[src/rtl/tarot_card_picker_pkg.sv]
// Shared constants, state encoding and index helpers for the tarot card picker.
package tarot_pkg;

    localparam int DECK_SIZE  = 78;
    localparam int CARD_W     = 7;
    localparam int DECK_SCALE = 78;
    localparam int SAMPLE_W   = 16;
    localparam int PROD_W     = SAMPLE_W + CARD_W;

    localparam logic [CARD_W-1:0] FIRST_CARD = 7'd0;
    localparam logic [CARD_W-1:0] LAST_CARD  = 7'd77;

    typedef enum logic [2:0] {
        IDLE  = 3'd0,
        REQ   = 3'd1,
        WAIT  = 3'd2,
        CHECK = 3'd3,
        PROBE = 3'd4,
        EMIT  = 3'd5,
        DONE  = 3'd6
    } picker_state_e;

    // Multiply-high scaling keeps the result in 0..DECK_SIZE-1 without a divider.
    function automatic logic [CARD_W-1:0] scale_index(input logic [SAMPLE_W-1:0] sample);
        logic [PROD_W-1:0] product;
        product = PROD_W'(sample) * PROD_W'(DECK_SCALE);
        return product[PROD_W-1:SAMPLE_W];
    endfunction

    function automatic logic [CARD_W-1:0] next_card(input logic [CARD_W-1:0] idx);
        logic [CARD_W-1:0] nxt;
        if (idx == LAST_CARD) begin
            nxt = FIRST_CARD;
        end else begin
            nxt = idx + 7'd1;
        end
        return nxt;
    endfunction

endpackage

[src/rtl/tarot_card_picker_index_scale.sv]
// Combinational 16-bit sample to card index mapping (0..77).
module tarot_index_scale
    import tarot_pkg::*;
(
    input  logic [SAMPLE_W-1:0] sample_i,
    output logic [CARD_W-1:0]   idx_o
);

    assign idx_o = scale_index(sample_i);

endmodule

[src/rtl/tarot_card_picker.sv]
// Draws NUM_CARDS distinct tarot cards from PRNG samples, with a linear-probe fallback.
// Optional build macro TAROT_REVERSAL_EN enables card orientation from rand_y[31].
module tarot_card_picker
    import tarot_pkg::*;
#(
    parameter int NUM_CARDS   = 3,
    parameter int MAX_RETRIES = 8
) (
    input  logic                         clk,
    input  logic                         rst,
    input  logic                         start,
    input  logic [31:0]                  rand_x,
    input  logic [31:0]                  rand_y,
    input  logic                         rand_valid,
    output logic                         rand_req,
    output logic [CARD_W-1:0]            card_idx,
    output logic                         card_reversed,
    output logic                         card_valid,
    output logic [$clog2(NUM_CARDS):0]   card_num,
    output logic                         draw_done
);

    localparam int CNT_W = $clog2(NUM_CARDS) + 1;
    localparam int RTY_W = $clog2(MAX_RETRIES + 1);
    localparam logic [CNT_W-1:0] CARDS_TOTAL = CNT_W'(NUM_CARDS);
    localparam logic [RTY_W-1:0] RETRY_LIMIT = RTY_W'(MAX_RETRIES);

    picker_state_e         state_q;
    logic [DECK_SIZE-1:0]  used_q;
    logic [RTY_W-1:0]      retry_q;
    logic [CNT_W-1:0]      count_q;
    logic                  rand_valid_q;
    logic [CARD_W-1:0]     idx_q;
    logic                  rev_q;

    logic                  rand_req_q;
    logic [CARD_W-1:0]     card_idx_q;
    logic                  card_rev_q;
    logic                  card_valid_q;
    logic [CNT_W-1:0]      card_num_q;
    logic                  draw_done_q;

    logic [CARD_W-1:0]     scaled_idx_s;
    logic [CARD_W-1:0]     probe_idx_s;
    logic [CARD_W-1:0]     accept_idx_s;
    logic                  accept_s;
    logic                  rv_edge_s;
    logic                  retry_full_s;
    logic                  rev_bit_s;
    logic                  unused_inputs_s;

    tarot_index_scale u_scale (
        .sample_i (rand_x[SAMPLE_W-1:0]),
        .idx_o    (scaled_idx_s)
    );

`ifdef TAROT_REVERSAL_EN
    assign rev_bit_s       = rand_y[31];
    assign unused_inputs_s = ^{rand_x[31:SAMPLE_W], rand_y[30:0]};
`else
    assign rev_bit_s       = 1'b0;
    assign unused_inputs_s = ^{rand_x[31:SAMPLE_W], rand_y};
`endif

    assign rv_edge_s    = rand_valid & ~rand_valid_q;
    assign retry_full_s = ((retry_q + RTY_W'(1)) == RETRY_LIMIT);

    // Acceptance test: CHECK looks at the sampled index, PROBE at the next one in the ring.
    always_comb begin
        probe_idx_s  = next_card(idx_q);
        accept_s     = 1'b0;
        accept_idx_s = idx_q;
        case (state_q)
            CHECK: begin
                accept_s     = ~used_q[idx_q];
                accept_idx_s = idx_q;
            end
            PROBE: begin
                accept_s     = ~used_q[probe_idx_s];
                accept_idx_s = probe_idx_s;
            end
            default: begin
                accept_s     = 1'b0;
                accept_idx_s = idx_q;
            end
        endcase
    end

    // Picker FSM; every output is registered and describes the state being entered.
    always_ff @(posedge clk) begin
        if (!rst) begin
            state_q      <= IDLE;
            used_q       <= '0;
            retry_q      <= '0;
            count_q      <= '0;
            rand_valid_q <= 1'b0;
            idx_q        <= '0;
            rev_q        <= 1'b0;
            rand_req_q   <= 1'b0;
            card_idx_q   <= '0;
            card_rev_q   <= 1'b0;
            card_valid_q <= 1'b0;
            card_num_q   <= '0;
            draw_done_q  <= 1'b0;
        end else begin
            rand_valid_q <= rand_valid;
            rand_req_q   <= 1'b0;
            card_valid_q <= 1'b0;

            case (state_q)
                IDLE, DONE: begin
                    if (start) begin
                        used_q      <= '0;
                        retry_q     <= '0;
                        count_q     <= '0;
                        draw_done_q <= 1'b0;
                        rand_req_q  <= 1'b1;
                        state_q     <= REQ;
                    end else begin
                        state_q     <= state_q;
                    end
                end
                REQ: begin
                    state_q <= WAIT;
                end
                WAIT: begin
                    if (rv_edge_s) begin
                        idx_q   <= scaled_idx_s;
                        rev_q   <= rev_bit_s;
                        state_q <= CHECK;
                    end else begin
                        state_q <= WAIT;
                    end
                end
                CHECK: begin
                    if (accept_s) begin
                        state_q    <= EMIT;
                    end else if (retry_full_s) begin
                        retry_q    <= retry_q + RTY_W'(1);
                        state_q    <= PROBE;
                    end else begin
                        retry_q    <= retry_q + RTY_W'(1);
                        rand_req_q <= 1'b1;
                        state_q    <= REQ;
                    end
                end
                PROBE: begin
                    idx_q <= probe_idx_s;
                    if (accept_s) begin
                        state_q <= EMIT;
                    end else begin
                        state_q <= PROBE;
                    end
                end
                EMIT: begin
                    if (count_q == CARDS_TOTAL) begin
                        draw_done_q <= 1'b1;
                        state_q     <= DONE;
                    end else begin
                        rand_req_q  <= 1'b1;
                        state_q     <= REQ;
                    end
                end
                default: begin
                    state_q <= IDLE;
                end
            endcase

            // Commit an accepted card; the count is already advanced when EMIT is entered.
            if (accept_s) begin
                used_q[accept_idx_s] <= 1'b1;
                retry_q              <= '0;
                card_idx_q           <= accept_idx_s;
                card_rev_q           <= rev_q;
                card_valid_q         <= 1'b1;
                card_num_q           <= count_q;
                count_q              <= count_q + CNT_W'(1);
            end else begin
                card_valid_q         <= 1'b0;
            end
        end
    end

    assign rand_req      = rand_req_q;
    assign card_idx      = card_idx_q;
    assign card_reversed = card_rev_q;
    assign card_valid    = card_valid_q;
    assign card_num      = card_num_q;
    assign draw_done     = draw_done_q;

endmodule
[config.mk]
export PLATFORM = sky130hd
export DESIGN_NAME = tarot_card_picker
export DESIGN_NICKNAME = d
export VERILOG_FILES = /design/src/rtl/tarot_card_picker_pkg.sv /design/src/rtl/tarot_card_picker_index_scale.sv /design/src/rtl/tarot_card_picker.sv
export SDC_FILE = /design/constraint.sdc
export NUM_CORES = 1
export LEC_CHECK = 0
export CAP_MARGIN = 40
export CELL_PAD_IN_SITES_DETAIL_PLACEMENT = 1
export CELL_PAD_IN_SITES_GLOBAL_PLACEMENT = 1
export CORE_MARGIN = 10
export CORE_UTILIZATION = 45
export DETAILED_ROUTE_END_ITERATION = 8
export MAX_ROUTING_LAYER = met4
export PLACE_DENSITY_LB_ADDON = 0.1
export REMOVE_ABC_BUFFERS = 1
export SLEW_MARGIN = 20
export SYNTH_ARGS = -nofsm -noshare
export SYNTH_HDL_FRONTEND = slang
export SYNTH_SLANG_ARGS = --single-unit
[constraint.sdc]
create_clock -name clk -period 4.7 [get_ports clk]
set_input_delay 0.705 -clock clk [delete_from_list [all_inputs] [get_ports clk]]
set_output_delay 0.705 -clock clk [all_outputs]
set_load 0.1 [all_outputs]
# Word-level counts from Yosys, hierarchy flattened
# Cells that the tools add are included.
# totals
reg_bits,109
inputBits,68
out_inout_bits,14
elab_cells,86
# classes
n_addsub,3
n_mul,1
magnitude_cmp,4
n_eq_ne,12
muxes,36
bitwise_logic,6
reduce_logical,13
# ops
op,n
2-to-1 mux 78 bit,4
bitwise OR 78 bit,1
"less-than comparator 7 x 8 -> 1 bit, second input constant",3
"multiplier 16 x 6 -> 22 bit, second input constant",1
2-to-1 mux 3 bit,7
2-to-1 mux 7 bit,3
one-hot mux 3 bit (6 select lines),1
binary-select mux 1 bit (select 7 bit),2
one-hot mux 7 bit (2 select lines),1
2-to-1 mux 1 bit,12
nonzero test 2 bit,5
"== test 3 x 2 -> 1 bit, second input constant",3
"== test 3 bit, second input constant",3
one-hot mux 4 bit (2 select lines),1
"adder 7 x 1 -> 7 bit, second input constant",1
demux 1 bit (select 7 bit),1
"== test 7 bit, second input constant",1
"greater-or-equal comparator 7 x 1 -> 1 bit, second input constant",1
"inequality test 2 bit, second input constant",3
AND reduction 2 bit,3
"adder 4 x 1 -> 4 bit, second input constant",1
"== test 4 bit, second input constant",1
2-to-1 mux 4 bit,1
inverter 1 bit,4
9 further kinds,11

# Depth between registers and ports, before layout
# logic_depth
depth_word,9
depth_mapped,16
mapped_depth_nobuf,15

# By module
# Synthesis repeated with hierarchy kept, for this count alone.
# hier_totals
cells_unflattened,794
hier_area_um2,7742.4
# modules_own_cells
module,instances,cells_per_inst,area_each_um2,seq_area_each_um2
tarot_card_picker,1,589,6074.6,2182.1
tarot_index_scale,1,205,1667.8,0.0

# Worst setup path after synthesis
# OpenSTA, ideal clock, no wires.
# synth_path
path_type,input-to-reg
from,in rand_x[9]
to,reg idx_q[5]
setup_time_ps,122
t_arrival_ps,3942
t_required_ps,4578
path_slack_ps,636
cell_stages,13
n_path_buf,0
cell_sequence,inv_1 > fa_1 > inv_1 > ha_1 > inv_1 > fa_1 > inv_1 > ha_1 > a211o_1 > a2111oi_0 > o31ai_1 > a211o_1 > o311a_1
# synth_via
elab_chain_cells,3
# synth_rtl
item,line,rtl
"start, declared",tarot_card_picker.sv:12,"input logic [31:0] rand_x,"
multiplier 16 x 6 -> 22 bit,tarot_card_picker_pkg.sv:26,product = PROD_W'(sample) * PROD_W'(DECK_SCALE);
2-to-1 mux 7 bit,tarot_card_picker.sv:127,if (rv_edge_s) begin
one-hot mux 7 bit (2 select lines),tarot_card_picker.sv:110,case (state_q)
"end signal, assigned",tarot_card_picker.sv:128,idx_q <= scaled_idx_s;
"end signal, assigned",tarot_card_picker.sv:148,idx_q <= probe_idx_s;
"end, declared",tarot_card_picker.sv:33,logic [CARD_W-1:0] idx_q;
# No other way between the ends. The select of a mux whose other input is x is not followed.
# A chain may end at the register's enable or synchronous reset.

# Final worst setup path
# layout_path
from,in rand_x[7]
to,reg idx_q[5]
# Same word-level chain as after synthesis.

==> impl_summary.log <==
INFO  metric status = finished clean
INFO  metric fin_tns_setup = 0 ns
INFO  metric rsz0062_at_grt = false
INFO  metric drt_wl_total = 23,200 um
INFO  metric final_routed_drc_violation_total = 0
INFO  metric synth.lib_cells_used.distinct = 75
INFO  metric die_x = roughly 150 um
INFO  metric cts.sink_count = 109
INFO  metric timing.reg2reg.setup_slack = 0.72 ns
INFO  metric antenna_violating_nets_post_route = 0
INFO  metric mappedNetlistArea = 0.00758 mm2
INFO  metric cp_common_cell = sky130_fd_sc_hd__inv_1
INFO  metric initial_antenna_violation_count = 0
INFO  metric start_util = 0.459
INFO  metric swShare = 0.354
INFO  metric internal_power = 1640 uW
INFO  metric floorplan.die_area = about 0.022 mm2
INFO  metric io-pin-count = 82
INFO  metric vdd.ir_drop.worst = 0.000184 V
INFO  metric grt_start_max_net_pins = 47
INFO  metric synthXorXnorAreaFrac = 0.0150
INFO  metric count_of_cell_instances_traversed_by_the_critical_path = 16
INFO  metric cap_viol_max_count = 0
INFO  metric place_congestion = about 0.9
INFO  metric p_per_cell_area = just under 300 mW/mm2
INFO  metric critical_setup_path_class = input port to flop
INFO  metric die-height = roughly 150 um
INFO  metric power_frac_comb = 0.320
INFO  metric yosys.area_share.simple = 0.128
INFO  metric place_hpwl = 17,400 um
INFO  metric setup_viol = 0
INFO  metric worst_ep_required_time = 4.95 ns
INFO  metric ys_ff_latch = 109
INFO  metric net_switching_power_of_the_design = 899 uW
INFO  metric worstPathArrival = approximately 4.7 ns
INFO  metric antennaDiodeCount = 0
INFO  metric grt_pass1_wl = 37,400 um
INFO  metric design.final.nets = 932
INFO  metric timing.hold.worst.class = flop to flop
INFO  metric postSynth.topFlopCell = sky130_fd_sc_hd__dfxtp_1
INFO  metric layout.cells.most_common_list = 108 x sky130_fd_sc_hd__dfxtp_1, 79 x sky130_fd_sc_hd__inv_1, 79 x sky130_fd_sc_hd__a32o_1
INFO  metric finalHoldViolCount = 0
INFO  metric async_flop_share = 0
INFO  metric cts.hold.buffers_added = 0
INFO  metric synth_adder_area_share = 0.135
INFO  metric yosys-top-cells-area = sky130_fd_sc_hd__dfxtp_1 29%, sky130_fd_sc_hd__a32o_1 10%, sky130_fd_sc_hd__mux4_2 8.9%, sky130_fd_sc_hd__fa_1 6.9%, sky130_fd_sc_hd__ha_1 6.6%
INFO  metric clock_root_cell = sky130_fd_sc_hd__clkbuf_16
INFO  metric grt-ovfl-total = 0
INFO  metric cts_max_level = 3
INFO  metric proportion_of_layout_cells_with_a_drive_suffix_above_1 = 0.131
INFO  metric reg2reg_path_depth = 10
INFO  metric timing.critical_path.slowest_cell_delay = 0.60 ns
INFO  metric clk_path_buf_depth = 2
INFO  metric max_slew.worst_pin.slew = 0.816 ns
INFO  metric detailedRoute.firstPassIterationCount = 5
INFO  metric synth_edf_count = 0
INFO  metric share_of_the_synthesized_area_in_the_top_cell_type = 0.288
INFO  metric design_area = between 0.008 and 0.009 mm2
INFO  metric post_cts_buffers = 0
INFO  metric placed_area = 0.00821 mm2
INFO  metric clock_tree_from_tritoncts = built
INFO  metric path_buf_inv = 6
INFO  metric row_count = 47
INFO  metric synth_top_cell_by_area = sky130_fd_sc_hd__dfxtp_1
INFO  metric groute.usage.overall = 0.216
INFO  metric timing.critical_path.fanout_max = 5
INFO  metric synthToLayoutAreaGrowth = 12.2%
INFO  metric total_leakage_power = ~0.0033 uW
INFO  metric setup.worst_path.start_class = input port
INFO  metric worst_skew_pair.late_latency = around 0.37 ns
INFO  metric synth.yosys.warnings = 0
INFO  metric relSlewSlack = 0.452
INFO  metric fmax = 227 MHz
INFO  metric clock_power_share = 0.298
INFO  metric critical-path-slowest-cell = sky130_fd_sc_hd__clkdlybuf4s50_1
INFO  metric post_drt_wl_per_cell = 22.6 um
INFO  metric largest_delay_contributor_family_on_the_critical_path = adder cells
INFO  metric layout_commonest_cell = sky130_fd_sc_hd__dfxtp_1
INFO  metric worstPathCellList = clkdlybuf4s50_1 > inv_1 > fa_1 > inv_1 > ha_1 > inv_1 > fa_1 > inv_1 > ha_1 > o2111ai_1 > a21oi_1 > a2111oi_1 > buf_4 > o31ai_2 > a211o_1 > o311a_1
INFO  metric min_path_cells = 2
INFO  metric io_buffers = 32
INFO  metric netlist_instances = 776
INFO  metric design.core.area = 0.0165 mm2
INFO  metric synth.yosys.seq_area_share = 0.288
INFO  metric share_of_the_clock_period_used_by_the_worst_path = 0.938
INFO  metric number_of_buffers_created_by_cts = 9
INFO  metric dr_total_vias = 6,417
INFO  metric cts-resized-gates = 0
INFO  metric detail_route.vias_per_cell = 6.27
INFO  metric avg_inst_size_synth = 9.77 um2
INFO  metric number_of_global_route_vias_before_repair = 6,785
INFO  metric synth_compound_gate_area_share = 0.236
INFO  metric synthMuxAreaShare = 0.107
INFO  metric synth_top_family_by_area = compound AO/OA/AOI/OAI gates
INFO  metric drtIter0Drc = around 510
INFO  metric worstSetupEndpointType = flop
INFO  metric seq_power_share = 0.382
INFO  metric cts.clk_slew.worst_paths = 0.08 ns
INFO  metric clock-skew-final = around 0.012 ns
INFO  metric finalMaxSlewViolations = 0
INFO  metric post-route-min-period = 4.41 ns
==> layout make-up <==
class | count | area [um2]
tap | 220 | 275
inverter | 79 | 297
timing repair buffer | 71 | 748
fill | 1845 | 8020
multi-input combinational | 528 | 4710
clock inverter | 5 | 42.5
sequential | 109 | 2180
clock buffer | 11 | 243
==> power by group through the flow <==
stage / clock network [uW] / registers, uW / logic, uW
2_1_floorplan: 0 / 1040 / 462
3_3_place_gp: 0 / 988 / 749
3_5_place_dp: 0 / 990 / 805
4_1_cts: 768 / 968 / 814
5_1_grt: 797 / 972 / 917
6_report: 755 / 969 / 812
==> cells by family after synthesis <==
kind of cell	count (synthesis)
AND/OR/NAND/NOR	194
multiplexers	43
buffers and inverters	139
flip-flops	109
XOR/XNOR	10
AO/OA/AOI/OAI	214
other	1
adder cells (fa/ha/maj)	66
==> worst min-delay path, delay by kind of cell (launching register included) <==
kind	cells	cell delay, ns
flip-flops	1	0.32
AND/OR/NAND/NOR	1	0.06
AO/OA/AOI/OAI	1	0.06
==> per-stage QoR <==
step	util	std cells	hold WS, ns	power, uW	worst slack [ns]
2_1_floorplan	-	716	0.451	1510	-0.0850
3_3_place_gp	0.483	994	0.459	1740	-0.0714
3_5_place_dp	0.497	1007	0.470	1790	-0.198
4_1_cts	0.514	1023	0.484	2550	0.187
5_1_grt	0.514	1023	0.507	2690	0.00671
6_report	0.514	1023	0.479	2540	0.293
==> sequential cells by signal, indices dropped and copies added, names as in the netlist <==
register	cells
card_idx	7
card_num	3
card_valid	1
count_q	3
draw_done	1
idx_q	7
rand_req	1
rand_valid_q	1
retry_q	4
state_q	3
used_q	78
==> layer usage <==
| layer | wire [um] | track usage | vias to the layer above | share of wire |
|---|---|---|---|---|
| met5 | 0 | - | - | 0 |
| met4 | 619 | 0.0724 | 0 | 0.027 |
| met3 | 1210 | 0.0317 | 48 | 0.052 |
| met2 | 11500 | 0.363 | 180 | 0.50 |
| met1 | 9790 | 0.260 | 3247 | 0.42 |
| li1 | - | - | 2942 | - |
==> Yosys cell counts (all sizes together) (4+ instances only) <==
cell and count:
dfxtp 109, a32o 79, inv 79, nor2 61, ha 40, buf 37, a21oi 32, nand2 31
mux4 30, o21ai 27, fa 26, nand3 24, clkbuf 23, nor3 21, and2 10, mux2i 10
nor2b 10, nand2b 9, a211oi 8, a22oi 8, and3 8, a211o 6, xor2 6, o211ai 5
o22ai 5, a2111oi 4, a21o 4, a221oi 4, nand3b 4, nor4 4, o31ai 4, xnor2 4
==> path summary, 6_finish.rpt <==
kind,from,end
worst max-delay path,rand_x[7],idx_q[5]
worst min-delay path,card_num[2],card_num[2]
worst max register to register,idx_q[1],used_q[60]
worst min register to register,card_num[2],card_num[2]
No activity file was read; power rests on OpenSTA's default activity.
